File: src/rtl/imem_boot_loader_pkg.sv
// Shared constants for the instruction-memory boot loader.
package imem_boot_loader_pkg;

  localparam int unsigned DATA_WIDTH     = 32;
  localparam int unsigned BOOT_LEN_WIDTH = 16;

  localparam logic [2:0] S_LEN_LO = 3'd0;
  localparam logic [2:0] S_LEN_HI = 3'd1;
  localparam logic [2:0] S_DATA   = 3'd2;
  localparam logic [2:0] S_CSUM   = 3'd3;
  localparam logic [2:0] S_DONE   = 3'd4;
  localparam logic [2:0] S_ERROR  = 3'd5;

  // True in the states that still consume image bytes.
  function automatic logic is_loading(input logic [2:0] s);
    return (s == S_LEN_LO) || (s == S_LEN_HI) || (s == S_DATA) || (s == S_CSUM);
  endfunction

endpackage

File: src/rtl/imem_boot_loader_if.sv
// Byte-stream input and instruction-memory write port of the boot loader.
interface imem_boot_loader_if #(
  parameter int ADDR_WIDTH = 8
) ();
  import imem_boot_loader_pkg::*;

  logic [7:0]            rx_data;
  logic                  rx_valid;
  logic                  rx_ready;
  logic                  imem_we;
  logic [ADDR_WIDTH-1:0] imem_addr;
  logic [DATA_WIDTH-1:0] imem_wdata;

  modport master (
    output rx_data, rx_valid,
    input  rx_ready, imem_we, imem_addr, imem_wdata
  );

  modport slave (
    input  rx_data, rx_valid,
    output rx_ready, imem_we, imem_addr, imem_wdata
  );
endinterface

File: src/rtl/imem_boot_loader_packer.sv
// Packs accepted data bytes into little-endian 32-bit words.
module boot_word_packer (
  input  logic        clk,
  input  logic        rst,
  input  logic        i_clr,
  input  logic        i_byte_valid,
  input  logic [7:0]  i_byte,
  output logic        o_word_valid,
  output logic [31:0] o_word
);
  logic [1:0]  r_idx;
  logic [23:0] r_shift;

  // Byte index and shift register of the first three bytes (b2,b1,b0).
  always_ff @(posedge clk or negedge rst) begin
    if (!rst) begin
      r_idx   <= '0;
      r_shift <= '0;
    end else if (i_clr) begin
      r_idx   <= '0;
      r_shift <= '0;
    end else if (i_byte_valid) begin
      r_idx   <= r_idx + 2'd1;
      r_shift <= {i_byte, r_shift[23:8]};
    end
  end

  assign o_word_valid = i_byte_valid && (r_idx == 2'd3);
  assign o_word       = {i_byte, r_shift};
endmodule

File: src/rtl/imem_boot_loader.sv
// Boot loader: receives a checksummed program image, writes it to
// instruction memory and releases the core once it verifies.
module imem_boot_loader #(
  parameter int DATA_WIDTH = imem_boot_loader_pkg::DATA_WIDTH,
  parameter int ADDR_WIDTH = 8
) (
  input  logic                 clk,
  input  logic                 rst,
  imem_boot_loader_if.slave    bus,
  output logic                 cpu_rst,
  output logic                 done,
  output logic                 error,
  input  logic                 reload
);
  import imem_boot_loader_pkg::*;

  localparam logic [BOOT_LEN_WIDTH:0] LP_CAP = (BOOT_LEN_WIDTH+1)'(1) << ADDR_WIDTH;

  logic [2:0]                r_state;
  logic                      r_rx_ready;
  logic                      r_we;
  logic [ADDR_WIDTH-1:0]     r_addr;
  logic [DATA_WIDTH-1:0]     r_wdata;
  logic                      r_cpu_rst;
  logic                      r_done;
  logic                      r_error;
  logic [BOOT_LEN_WIDTH-1:0] r_len;
  logic [BOOT_LEN_WIDTH-1:0] r_word_cnt;
  logic [7:0]                r_xor;

  logic                      w_accept;
  logic                      w_clr;
  logic                      w_word_valid;
  logic [31:0]               w_word;
  logic [BOOT_LEN_WIDTH-1:0] w_len_full;
  logic                      w_last_word;

  assign w_accept    = bus.rx_valid && r_rx_ready;
  assign w_clr       = reload && ((r_state == S_DONE) || (r_state == S_ERROR));
  assign w_len_full  = {bus.rx_data, r_len[7:0]};
  assign w_last_word = (r_word_cnt == (r_len - 1'b1));

  boot_word_packer u_packer (
    .clk          (clk),
    .rst          (rst),
    .i_clr        (w_clr),
    .i_byte_valid (w_accept && (r_state == S_DATA)),
    .i_byte       (bus.rx_data),
    .o_word_valid (w_word_valid),
    .o_word       (w_word)
  );

  // Load FSM, running XOR, word counter, write strobe and status flags.
  always_ff @(posedge clk or negedge rst) begin
    if (!rst) begin
      r_state    <= S_LEN_LO;
      r_rx_ready <= 1'b0;
      r_we       <= 1'b0;
      r_addr     <= '0;
      r_wdata    <= '0;
      r_cpu_rst  <= 1'b1;
      r_done     <= 1'b0;
      r_error    <= 1'b0;
      r_len      <= '0;
      r_word_cnt <= '0;
      r_xor      <= '0;
    end else begin
      r_we <= 1'b0;
      if (r_we)
        r_addr <= r_addr + 1'b1;
      if (w_word_valid) begin
        r_we       <= 1'b1;
        r_wdata    <= DATA_WIDTH'(w_word);
        r_word_cnt <= r_word_cnt + 1'b1;
      end
      if (w_accept)
        r_xor <= r_xor ^ bus.rx_data;
      // Ready rises one cycle after reset release; the terminal
      // transitions below override it on the same edge.
      if (is_loading(r_state))
        r_rx_ready <= 1'b1;

      case (r_state)
        S_LEN_LO: if (w_accept) begin
          r_len[7:0] <= bus.rx_data;
          r_state    <= S_LEN_HI;
        end
        S_LEN_HI: if (w_accept) begin
          r_len[15:8] <= bus.rx_data;
          if ({1'b0, w_len_full} > LP_CAP) begin
            r_state    <= S_ERROR;
            r_rx_ready <= 1'b0;
            r_error    <= 1'b1;
          end else if (w_len_full == '0) begin
            r_state <= S_CSUM;
          end else begin
            r_state <= S_DATA;
          end
        end
        S_DATA: if (w_word_valid && w_last_word)
          r_state <= S_CSUM;
        S_CSUM: if (w_accept) begin
          r_rx_ready <= 1'b0;
          if (bus.rx_data == r_xor) begin
            r_state   <= S_DONE;
            r_done    <= 1'b1;
            r_cpu_rst <= 1'b0;
          end else begin
            r_state <= S_ERROR;
            r_error <= 1'b1;
          end
        end
        S_DONE, S_ERROR: if (reload) begin
          r_state    <= S_LEN_LO;
          r_rx_ready <= 1'b1;
          r_done     <= 1'b0;
          r_error    <= 1'b0;
          r_cpu_rst  <= 1'b1;
          r_addr     <= '0;
          r_word_cnt <= '0;
          r_len      <= '0;
          r_xor      <= '0;
        end
        default: r_state <= S_LEN_LO;
      endcase
    end
  end

  assign bus.rx_ready   = r_rx_ready;
  assign bus.imem_we    = r_we;
  assign bus.imem_addr  = r_addr;
  assign bus.imem_wdata = r_wdata;
  assign cpu_rst        = r_cpu_rst;
  assign done           = r_done;
  assign error          = r_error;
endmodule
File: src/flat_wrapper.sv
// flat-port wrapper written by rule: the top's interface ports become plain ports
module imem_boot_loader_flat import imem_boot_loader_pkg::*;
#(
  parameter int DATA_WIDTH = imem_boot_loader_pkg::DATA_WIDTH,
  parameter int ADDR_WIDTH = 8
)
  (clk, rst, cpu_rst, done, error, reload, bus_rx_data, bus_rx_valid, bus_rx_ready, bus_imem_we, bus_imem_addr, bus_imem_wdata);
  imem_boot_loader_if #(.ADDR_WIDTH(ADDR_WIDTH)) bus_i ();
  input  logic clk;
  input  logic rst;
  output logic cpu_rst;
  output logic done;
  output logic error;
  input  logic reload;
  input wire logic [$bits(bus_i.rx_data)-1:0] bus_rx_data;
  input wire logic [$bits(bus_i.rx_valid)-1:0] bus_rx_valid;
  output wire logic [$bits(bus_i.rx_ready)-1:0] bus_rx_ready;
  output wire logic [$bits(bus_i.imem_we)-1:0] bus_imem_we;
  output wire logic [$bits(bus_i.imem_addr)-1:0] bus_imem_addr;
  output wire logic [$bits(bus_i.imem_wdata)-1:0] bus_imem_wdata;
  assign bus_i.rx_data = bus_rx_data;
  assign bus_i.rx_valid = bus_rx_valid;
  assign bus_rx_ready = bus_i.rx_ready;
  assign bus_imem_we = bus_i.imem_we;
  assign bus_imem_addr = bus_i.imem_addr;
  assign bus_imem_wdata = bus_i.imem_wdata;
  imem_boot_loader #(.DATA_WIDTH(DATA_WIDTH), .ADDR_WIDTH(ADDR_WIDTH)) u_core (.clk(clk), .rst(rst), .bus(bus_i), .cpu_rst(cpu_rst), .done(done), .error(error), .reload(reload));
endmodule
File: config.mk
export PLATFORM = sky130hd
export DESIGN_NAME = imem_boot_loader_flat
export DESIGN_NICKNAME = d
export VERILOG_FILES = /design/src/rtl/imem_boot_loader_pkg.sv /design/src/rtl/imem_boot_loader_if.sv /design/src/rtl/imem_boot_loader_packer.sv /design/src/rtl/imem_boot_loader.sv /design/src/flat_wrapper.sv
export SDC_FILE = /design/constraint.sdc
export NUM_CORES = 1
export LEC_CHECK = 0
export ABC_AREA = 1
export CORE_ASPECT_RATIO = 1.4
export CORE_MARGIN = 4
export CORE_UTILIZATION = 30
export CTS_CLUSTER_DIAMETER = 150
export DETAILED_ROUTE_END_ITERATION = 10
export GPL_ROUTABILITY_DRIVEN = 0
export HOLD_SLACK_MARGIN = 0.06
export PLACE_DENSITY = 0.48
export SLEW_MARGIN = 5
export SYNTH_ARGS = -nofsm -noshare
export SYNTH_HDL_FRONTEND = slang
export SYNTH_SLANG_ARGS = --single-unit
File: constraint.sdc
create_clock -name clk -period 3.2 [get_ports clk]
set_input_delay 0.64 -clock clk [delete_from_list [all_inputs] [get_ports clk]]
set_output_delay 0.64 -clock clk [all_outputs]
set_load 0.03 [all_outputs]
# ---- After elaboration in Yosys (flattened, before gate mapping)
# Cells that the tools add are included.
dict set report classes {
  add_sub_neg 4
  magnitude_cmp 1
  n_eq_ne 16
  mux 46
  n_bitwise 1
  reduce_logical 22
}
# op n
set ops {}
lappend ops {{$mux W16} 4}
lappend ops {{$mux W8} 7}
lappend ops {{$mux W24} 2}
lappend ops {{$pmux W8 S2} 2}
lappend ops {{$mux W1} 18}
lappend ops {{$mux W3} 6}
lappend ops {{$add A16 B1 Y16 const B} 1}
lappend ops {{$eq A16 B16 Y1} 1}
lappend ops {{$gt A16 B9 Y1 const B} 1}
lappend ops {{$logic_not A16 Y1} 1}
lappend ops {{$sub A16 B1 Y16 const B} 1}
lappend ops {{$pmux W3 S5} 1}
lappend ops {{$ne A2 B2 Y1 const B} 5}
lappend ops {{$add A8 B1 Y8 const B} 1}
lappend ops {{$eq A8 B8 Y1} 1}
lappend ops {{$reduce_bool A2 Y1} 4}
lappend ops {{$xor A8 B8 Y8} 1}
lappend ops {{$eq A3 B2 Y1 const B} 2}
lappend ops {{$eq A3 B3 Y1 const B} 2}
lappend ops {{$ne A2 B1 Y1 const B} 3}
lappend ops {{$pmux W1 S3} 2}
lappend ops {{$reduce_and A3 Y1} 2}
lappend ops {{$reduce_and A6 Y1} 1}
lappend ops {{$logic_and A1 B1 Y1} 5}
lappend ops {{other kinds (11)} 16}
dict set report totals {
  ff_bits 114
  inputBits 12
  word_cells 104
}

# ---- Longest topological paths before layout
# Gate-level depths: netlist of the first run.
dict set report depth {
  word_depth 8
  ltp_mapped 16
  ltp_nobuf 16
}

# ---- Cells and area by module
# A second synthesis of the first run with hierarchy kept.
dict set report unflattened {
  cells_unflattened 703
  hier_area_um2 5846.9
}
# module instances cells_each area_per_inst_um2 seq_area_each_um2
set modules_own_cells {}
lappend modules_own_cells {imem_boot_loader 1 578 4581.9 2203.4}
lappend modules_own_cells {boot_word_packer 1 125 1265.0 650.6}

# ---- Worst setup path after synthesis of the first run
# OpenSTA, ideal clock, no wires.
dict set report synth_timing {
  path_type {input port to flip-flop}
  start {input port bus_rx_valid}
  end {register u_core.r_len[5]}
  setup_ps 119
  arrival_ps 1800
  path_slack_ps 1281
  cell_stages 6
  path_cell_list {nand2_1 clkinv_1 nor3_1 nor4_4 buf_2 o21a_1}
}
dict set report synth_via {
  elab_chain_len 3
}
# element line_no
set synth_rtl {}
lappend synth_rtl {{start: declaration} flat_wrapper.sv:16} ;# input wire logic [$bits(bus_i.rx_valid)-1:0] bus_rx_valid;
lappend synth_rtl {{$logic_and A1 B1 Y1} imem_boot_loader.sv:38} ;# assign w_accept = bus.rx_valid && r_rx_ready;
lappend synth_rtl {{$ne A2 B1 Y1 (no source line)} --}
lappend synth_rtl {{$reduce_and A3 Y1 (no source line)} --}
lappend synth_rtl {{end signal: assignment} imem_boot_loader.sv:85} ;# r_len[7:0] <= bus.rx_data;
lappend synth_rtl {{end: declaration} imem_boot_loader.sv:27} ;# logic [BOOT_LEN_WIDTH-1:0] r_len;
# No other way between the ends.
# A chain may end at the register's enable or synchronous reset.

# ---- Worst setup path in the final report of the first run
dict set report layout_timing {
  start {register u_core.r_cpu_rst (netlist: u_core.cpu_rst)}
  end {output port cpu_rst}
}
# element line_no
set layout_rtl {}
lappend layout_rtl {{start: declaration} imem_boot_loader.sv:24} ;# logic r_cpu_rst;
lappend layout_rtl {{start signal: assignment} imem_boot_loader.sv:61} ;# r_cpu_rst <= 1'b1;
lappend layout_rtl {{start signal: assignment} imem_boot_loader.sv:107} ;# r_cpu_rst <= 1'b0;
lappend layout_rtl {{start signal: assignment} imem_boot_loader.sv:118} ;# r_cpu_rst <= 1'b1;
lappend layout_rtl {{end: declaration} flat_wrapper.sv:11} ;# output logic cpu_rst;
# No word-level cell between the ends.

==> run summary, run 1 <==
================================================================================
Status                                                              complete, no violations
I/O pin total                                                                 57
Maximum number of pins on one net before global-route repair                  65
Main synth FF type                                                  sky130_fd_sc_hd__dfrtp_1
End point of the critical path                                           cpu_rst
Synthesized-area fraction occupied by xor and xnor cells                   3.25%
Initial standard-cell utilization of the core                              30.8%
Area leader, netlist                                                sky130_fd_sc_hd__dfrtp_1
Post-synthesis adder-cell area fraction                                    1.16%
Total number of cells along the worst setup path                               1
Clk Latency, worst-skew pair                                             0.42 ns
Sequential cell area fraction in the yosys report                          52.9%
Worst Reg2Reg Path Length in Cells                                            13
Inserted Clock Buffers                                                        17
Endpoint arrival time on the critical path                               1.62 ns
Critical register-to-register path startpoint                       u_core.r_len[0]
Tightest hold margin                                                    0.305 ns
Share of synthesized area spent on multiplexers                           0.185%
Commonest cells in the netlist                                      sky130_fd_sc_hd__nand2_1 (137), sky130_fd_sc_hd__dfrtp_1 (113), sky130_fd_sc_hd__inv_1 (80)
Iteration-0 DRC count of the detailed router                                 199
Overflow left after global routing                                             0
# diodes                                                                       0
Post-synthesis cell type count                                                41
Total wirelength of the detailed-routed design                           15.0 mm
Via count                                                                   4473
TritonRoute pass-1 iters                                                       4
Clock buffer depth                                                             2
Number of placed instances with taps included                                924
Dominant combinational cell family by area after synthesis          simple AND/OR/NAND/NOR gates
Worst Hold Class                                                    primary input to async pin
Reported leakage power                                                   3.11 nW
Fill count                                                                  1826
Share of the synthesized area in compound gates (AO/OA/AOI/OAI)            13.7%
Ratio of cells with drive above 1 in the final layout                      7.93%
Cell family contributing the most delay on the critical path        buffers and inverters
Area of the core                                                     0.0175 mm^2
Total Neg Setup Slack                                                       0 ns
Clock tree root driver cell                                         sky130_fd_sc_hd__clkbuf_16
Timing-limited maximum frequency                                         442 MHz
Clock transition at the registers of the reported paths                  0.06 ns
Reg-to-reg endpoint                                                 u_core.r_state[0]
Count of buffers inserted at the top-level ports                              56
Floorplan die height                                                      167 um
Crit share post-route                                                      70.7%
Setup repair after global routing missed its margin                        false
Total number of nets in the final design                                     724
Synthesized-area fraction occupied by and/or/nand/nor cells                21.7%
Number of antenna violations at the first check in global routing              0
Slowest-stage cell, CP                                              sky130_fd_sc_hd__clkdlybuf4s50_1
Sequential cell area                                                0.00285 mm^2
Total track usage                                                          15.8%
Critical path endpoint category                                       output pin
Post-synth EDFFs                                                               0
Time the final worst path needs with I/O delays and setup                2.26 ns
Maximum cell stage delay along the critical path                         0.67 ns
Deepest level of the CTS H-tree                                                4
DR WL/cell                                                               15.7 um
Synthesized cell area                                               0.00540 mm^2
First-pass GRT wire length                                               24.9 mm
Max Slew Vio Count                                                             0
Antenna violation net count after detailed routing                             0
Design Power                                                             5.12 mW
Crit path max fanout                                                           2
Endpoints failing setup                                                        0
Die area                                                             0.0202 mm^2
Post-DP HPWL                                                             10.9 mm
CP Launch Type                                                         flip-flop
Worst slack at placement                                                0.642 ns
Dominant cells by area after synthesis                              sky130_fd_sc_hd__dfrtp_1 (52%), sky130_fd_sc_hd__nand2_1 (9.5%), sky130_fd_sc_hd__o21ai_0 (5.8%)
Number of sinks driven by the clock tree                                     114
Count of buffers added by post-CTS timing repair for setup                     0
Floorplan die width                                                       121 um
Slew HR                                                                    48.4%
Pwr per Cell Area                                                    747 mW/mm^2
Critical path, cell by cell                                         clkdlybuf4s50_1
Resized Gates After CTS                                                        0
TritonCTS clock tree                                                        done
Final hold violations                                                          0
Number of hold buffers added after CTS                                         0
Area share of the largest cell type after synthesis                        52.4%
Worst path bufs/invs                                                           1
Post-route setup slack                                                  0.939 ns
Slew at the pin closest to its max-slew limit                           0.775 ns
Max-capacitance violation count                                                0
Required time of the critical path                                       2.56 ns
#FFs+latches synth                                                           114
Internal reg-to-reg setup slack                                          1.10 ns
Footprint of the multi-input gates                                  0.00216 mm^2
Synthesis warning total                                                        0
Total cell area at the placement stage                              0.00627 mm^2
Final cell utilization of the core                                         39.0%
Remaining DRCs                                                                 0
Post-synthesis async set-or-reset flop share                                100%
Area delta synth->final                                                    26.9%
Launching instance or port of the critical path                     u_core.cpu_rst
Post-Layout Cell Count                                                       955
Net count after synthesis                                                    656
Final instance area                                                 0.00685 mm^2
Mapped Cells                                                                 639
Number of global-route vias before repair                                   4670
Standard-cell rows                                                            57
Setup Crit Path Kind                                                flip-flop to output pin
IR Drop Worst-Case VDD                                                    312 uV
Fin Clk Skew                                                           0.0176 ns
Via density per instance                                                    4.68
Synth Area per Inst                                                    8.45 um^2
Most frequently used cell type in the post-synthesis netlist        sky130_fd_sc_hd__nand2_1
================================================================================
report_power, final:
group | internal, mW | leakage (nW) | switching (mW)
registers | 1.64 | 1.54 | 0.183
logic | 0.504 | 1.29 | 0.921
clock network | 1.20 | 0.278 | 0.666
total | 3.35 | 3.11 | 1.77
how the worst min path moves through the flow:
| stage | start | to | slack, ns | depth (start not counted) |
|---|---|---|---|---|
| after floorplan | rst | u_core.bus.imem_addr[0] | 0.34 | 0 |
| after global placement | u_core.bus.imem_wdata[13] | u_core.bus.imem_wdata[13] | 0.47 | 2 |
| after global routing | rst | u_core.bus.imem_wdata[5] | 0.36 | 1 |
| after CTS | rst | u_core.bus.imem_wdata[5] | 0.33 | 1 |
| after detailed placement | u_core.bus.imem_wdata[1] | u_core.bus.imem_wdata[1] | 0.48 | 2 |
| final | rst | u_core.u_packer.r_shift[0] | 0.30 | 1 |
layout make-up:
type                    count  area share [%]
clock inverters             9            1.55
repair buffers             66            9.43
well taps                 236            4.31
inverters                  84            4.60
clock buffers              22            6.92
multi-input cells         424            31.5
flip-flops and latches    114            41.7
logic make-up after synthesis:
kind of cell,count (synthesis)
AO/OA/AOI/OAI,130
XOR/XNOR,20
adder cells (fa/ha/maj),5
buffers and inverters,101
flip-flops,114
multiplexers,1
AND/OR/NAND/NOR,268
state kept, by name, summed over array words and instances (netlist names):
| register | cells |
|---|---|
| u_core.bus.imem_wdata | 32 |
| u_core.u_packer.r_shift | 24 |
| u_core.r_len | 16 |
| u_core.r_word_cnt | 16 |
| u_core.bus.imem_addr | 8 |
| u_core.r_xor | 8 |
| u_core.r_state | 3 |
| u_core.u_packer.r_idx | 2 |
| u_core.bus.imem_we | 1 |
| u_core.bus.rx_ready | 1 |
| u_core.cpu_rst | 1 |
| u_core.done | 1 |
| u_core.error | 1 |
metal layers:
layer  GRT usage, %  up-vias  wire length [um]
li1               -     2228                 -
met1           18.7     2143              6320
met2           27.1       82              7850
met3           4.44       20               543
met4           5.51        0               265
met5              0        -                 0
placed cells by master (no fill, tap or decap), types with 2 or more instances in the layout:
master,n
sky130_fd_sc_hd__nor2_4,4
sky130_fd_sc_hd__clkinvlp_4,3
sky130_fd_sc_hd__clkbuf_8,3
sky130_fd_sc_hd__dfrtp_1,113
sky130_fd_sc_hd__nand3_1,27
sky130_fd_sc_hd__bufinv_16,2
sky130_fd_sc_hd__buf_4,10
sky130_fd_sc_hd__xor2_1,11
sky130_fd_sc_hd__nand2_1,137
sky130_fd_sc_hd__nor2_2,3
sky130_fd_sc_hd__o21ai_0,62
sky130_fd_sc_hd__nor3_1,13
sky130_fd_sc_hd__xnor2_1,9
sky130_fd_sc_hd__a21oi_1,24
sky130_fd_sc_hd__inv_2,3
sky130_fd_sc_hd__o21a_1,6
sky130_fd_sc_hd__nor2_1,68
sky130_fd_sc_hd__clkdlybuf4s50_1,55
sky130_fd_sc_hd__clkbuf_1,2
sky130_fd_sc_hd__clkbuf_16,17
sky130_fd_sc_hd__inv_1,80
sky130_fd_sc_hd__ha_1,5
sky130_fd_sc_hd__nand3b_1,3
sky130_fd_sc_hd__clkinv_2,3
sky130_fd_sc_hd__nand4_1,5
sky130_fd_sc_hd__o31ai_1,6
sky130_fd_sc_hd__o22ai_1,24
Note: power is estimated with default switching activity, not from simulation.
==> inputs of run 2 (changes only) <==
--- a/config.mk
+++ b/config.mk
@@ -13,7 +13,7 @@
 export DETAILED_ROUTE_END_ITERATION = 10
 export GPL_ROUTABILITY_DRIVEN = 0
 export HOLD_SLACK_MARGIN = 0.06
-export PLACE_DENSITY = 0.48
+export PLACE_DENSITY = 0.49
 export SLEW_MARGIN = 5
 export SYNTH_ARGS = -nofsm -noshare
 export SYNTH_HDL_FRONTEND = slang
==> constraint.sdc (replaced) <==
create_clock -name clk -period 2 [get_ports clk]
set_input_delay 0.4 -clock clk [delete_from_list [all_inputs] [get_ports clk]]
set_output_delay 0.4 -clock clk [all_outputs]
set_load 0.03 [all_outputs]
==> run 2 against run 1 <==
  * Critical path depth stayed put
  * Combinational power is 98% higher
  * First-iteration DRC count is 11% higher
  * Critical path type unchanged
  * Largest cell class unchanged
==> run summary, run 2 (synthesized netlist as in run 1, its figures left out) <==
================================================================================
Status                                                              complete, no violations
Floorplan die height                                                      167 um
Clock transition at the registers of the reported paths                  0.06 ns
Comb power frac                                                            32.3%
Pwr per Cell Area                                                   1200 mW/mm^2
Clock buffer depth                                                             2
Antenna violation net count after detailed routing                             0
Met2 WL                                                                  7.75 mm
TritonCTS clock tree                                                        done
Total cell area at the placement stage                              0.00662 mm^2
Floorplan die width                                                       121 um
Most frequent cells in the layout                                   sky130_fd_sc_hd__nand2_1 (134), sky130_fd_sc_hd__dfrtp_1 (113), sky130_fd_sc_hd__inv_1 (77), sky130_fd_sc_hd__o21ai_0 (62), sky130_fd_sc_hd__nor2_1 (61)
Setup Crit Path Kind                                                flip-flop to output pin
Number of antenna violations at the first check in global routing              0
Number of global-route vias before repair                                   4649
Count of buffers inserted at the top-level ports                              56
Ratio of cells with drive above 1 in the final layout                      15.3%
Endpoint arrival time on the critical path                               1.52 ns
Flop pwr share                                                             33.4%
Clk Latency, worst-skew pair                                             0.41 ns
Power Internal                                                           5.66 mW
Final instance area                                                 0.00728 mm^2
Die area                                                             0.0202 mm^2
# diodes                                                                       0
Standard-cell rows                                                            57
Deepest level of the CTS H-tree                                                4
Via count                                                                   4631
Clock tree root driver cell                                         sky130_fd_sc_hd__clkbuf_16
Setup repair after global routing missed its margin                         true
Remaining DRCs                                                                 0
CP Launch Type                                                         flip-flop
Worst slack at placement                                               -0.126 ns
Leading cell type in the layout, fill and taps excluded             sky130_fd_sc_hd__nand2_1
Critical path endpoint category                                       output pin
Worst Hold Class                                                    primary input to async pin
Maximum cell stage delay along the critical path                         0.70 ns
Time the final worst path needs with I/O delays and setup                1.92 ns
Fill count                                                                  1816
Max Slew Vio Count                                                             0
Total track usage                                                          15.4%
Post-DP HPWL                                                             11.2 mm
Initial standard-cell utilization of the core                              30.8%
Total wirelength of the detailed-routed design                           15.1 mm
Reported leakage power                                                   3.34 nW
Overflow left after global routing                                             0
IR Drop Worst-Case VDD                                                    505 uV
Detailed-routed wire length on met3                                       560 um
Number of sinks driven by the clock tree                                     114
Crit share post-route                                                      96.1%
First-pass GRT wire length                                               24.6 mm
Switching Share                                                            35.3%
Slew at the pin closest to its max-slew limit                           0.418 ns
TritonRoute pass-1 iters                                                       5
Area of the core                                                     0.0175 mm^2
Cell family contributing the most delay on the critical path        buffers and inverters
Required time of the critical path                                       1.60 ns
Top layer reached by signal wires                                           met4
DR WL/cell                                                               15.1 um
Worst path bufs/invs                                                           1
Area delta synth->final                                                    34.9%
Slowest-stage cell, CP                                              sky130_fd_sc_hd__clkdlybuf4s50_1
Post-Layout Cell Count                                                       999
Via density per instance                                                    4.64
Routed length on met1                                                    6.55 mm
Total number of nets in the final design                                     767
Maximum number of pins on one net before global-route repair                  53
Iteration-0 DRC count of the detailed router                                 221
Sequential cell area                                                0.00285 mm^2
Clock network fraction of total power                                      34.3%
Inserted Clock Buffers                                                        17
Endpoints failing setup                                                        0
Footprint of the multi-input gates                                  0.00220 mm^2
Final hold violations                                                          0
Crit path max fanout                                                           5
I/O pin total                                                                 57
Largest register FFs                                                          32
Timing-limited maximum frequency                                         520 MHz
Number of placed instances with taps included                                963
Critical path, cell by cell                                         clkdlybuf4s50_1
Slew HR                                                                    71.9%
Fin Clk Skew                                                          0.00666 ns
Total Neg Setup Slack                                                       0 ns
Max-capacitance violation count                                                0
Switching power summed over all nets                                     3.09 mW
Post-route setup slack                                                 0.0777 ns
================================================================================
[run 2: final timing paths]
| kind | start | endpoint | slack, ns | depth (start not counted) |
|---|---|---|---|---|
| worst min-delay path | rst | u_core.bus.imem_wdata[8] | 0.46 | 2 |
| min in group clk | u_core.u_packer.r_idx[0] | u_core.u_packer.r_idx[0] | 0.48 | 1 |
| max in group asynchronous | rst | u_core.cpu_rst | 0.89 | 3 |
| worst max register to register | u_core.r_len[0] | u_core.r_state[0] | 0.11 | 16 |
| worst min register to register | u_core.u_packer.r_idx[0] | u_core.u_packer.r_idx[0] | 0.48 | 1 |
| worst max-delay path | u_core.bus.imem_addr[0] | bus_imem_addr[0] | 0.08 | 1 |
[run 2: stage by stage]
stage	hold slack (ns)	total power, mW	utilization (%)
after floorplan	0.104	4.58	-
after global placement	0.342	5.66	37.7
after detailed placement	0.341	5.68	37.7
after CTS	0.435	8.73	41.1
after global routing	0.474	9.32	41.5
final	0.455	8.75	41.5
[run 2: cell type report]
class                           count  area share, %
Tap cell                          236           4.06
Sequential cell                   114           39.2
Multi-Input combinational cell    424           30.2
Timing Repair Buffer              109           14.2
Inverter                           84           4.33
Clock buffer                       17           5.84
Clock inverter                     15           2.18
[run 2: repair_timing]
action	4_1_cts	5_1_grt
endpoints found under the hold margin	25	0
pin swaps	0	8
hold buffers	1	0
buffers inserted	0	3
setup endpoints to repair	2	2
gates resized for setup	2	15
[run 2: power by group through the flow]
stage | sequential (mW) | clock [mW] | combinational, mW
after floorplan | 2.95 | 0 | 1.63
after global routing | 2.96 | 3.16 | 3.19
after detailed placement | 2.95 | 0 | 2.73
after global placement | 2.95 | 0 | 2.72
final | 2.92 | 3.00 | 2.83
after CTS | 2.91 | 3.08 | 2.74
[run 2: metal layers]
layer,up-vias,global-route usage [%]
met2,104,26.5
li1,2308,-
met1,2201,19.3
met4,0,4.92
met5,-,0
met3,18,3.19
==> inputs of run 3 (changes only) <==
--- a/config.mk
+++ b/config.mk
@@ -9,7 +9,7 @@
 export CORE_ASPECT_RATIO = 1.4
 export CORE_MARGIN = 4
 export CORE_UTILIZATION = 30
-export CTS_CLUSTER_DIAMETER = 150
+export CTS_CLUSTER_DIAMETER = 120
 export DETAILED_ROUTE_END_ITERATION = 10
 export GPL_ROUTABILITY_DRIVEN = 0
 export HOLD_SLACK_MARGIN = 0.06
==> results of run 3 <==
Same layout as run 2: the final DEF is identical, and so are final timing and power.
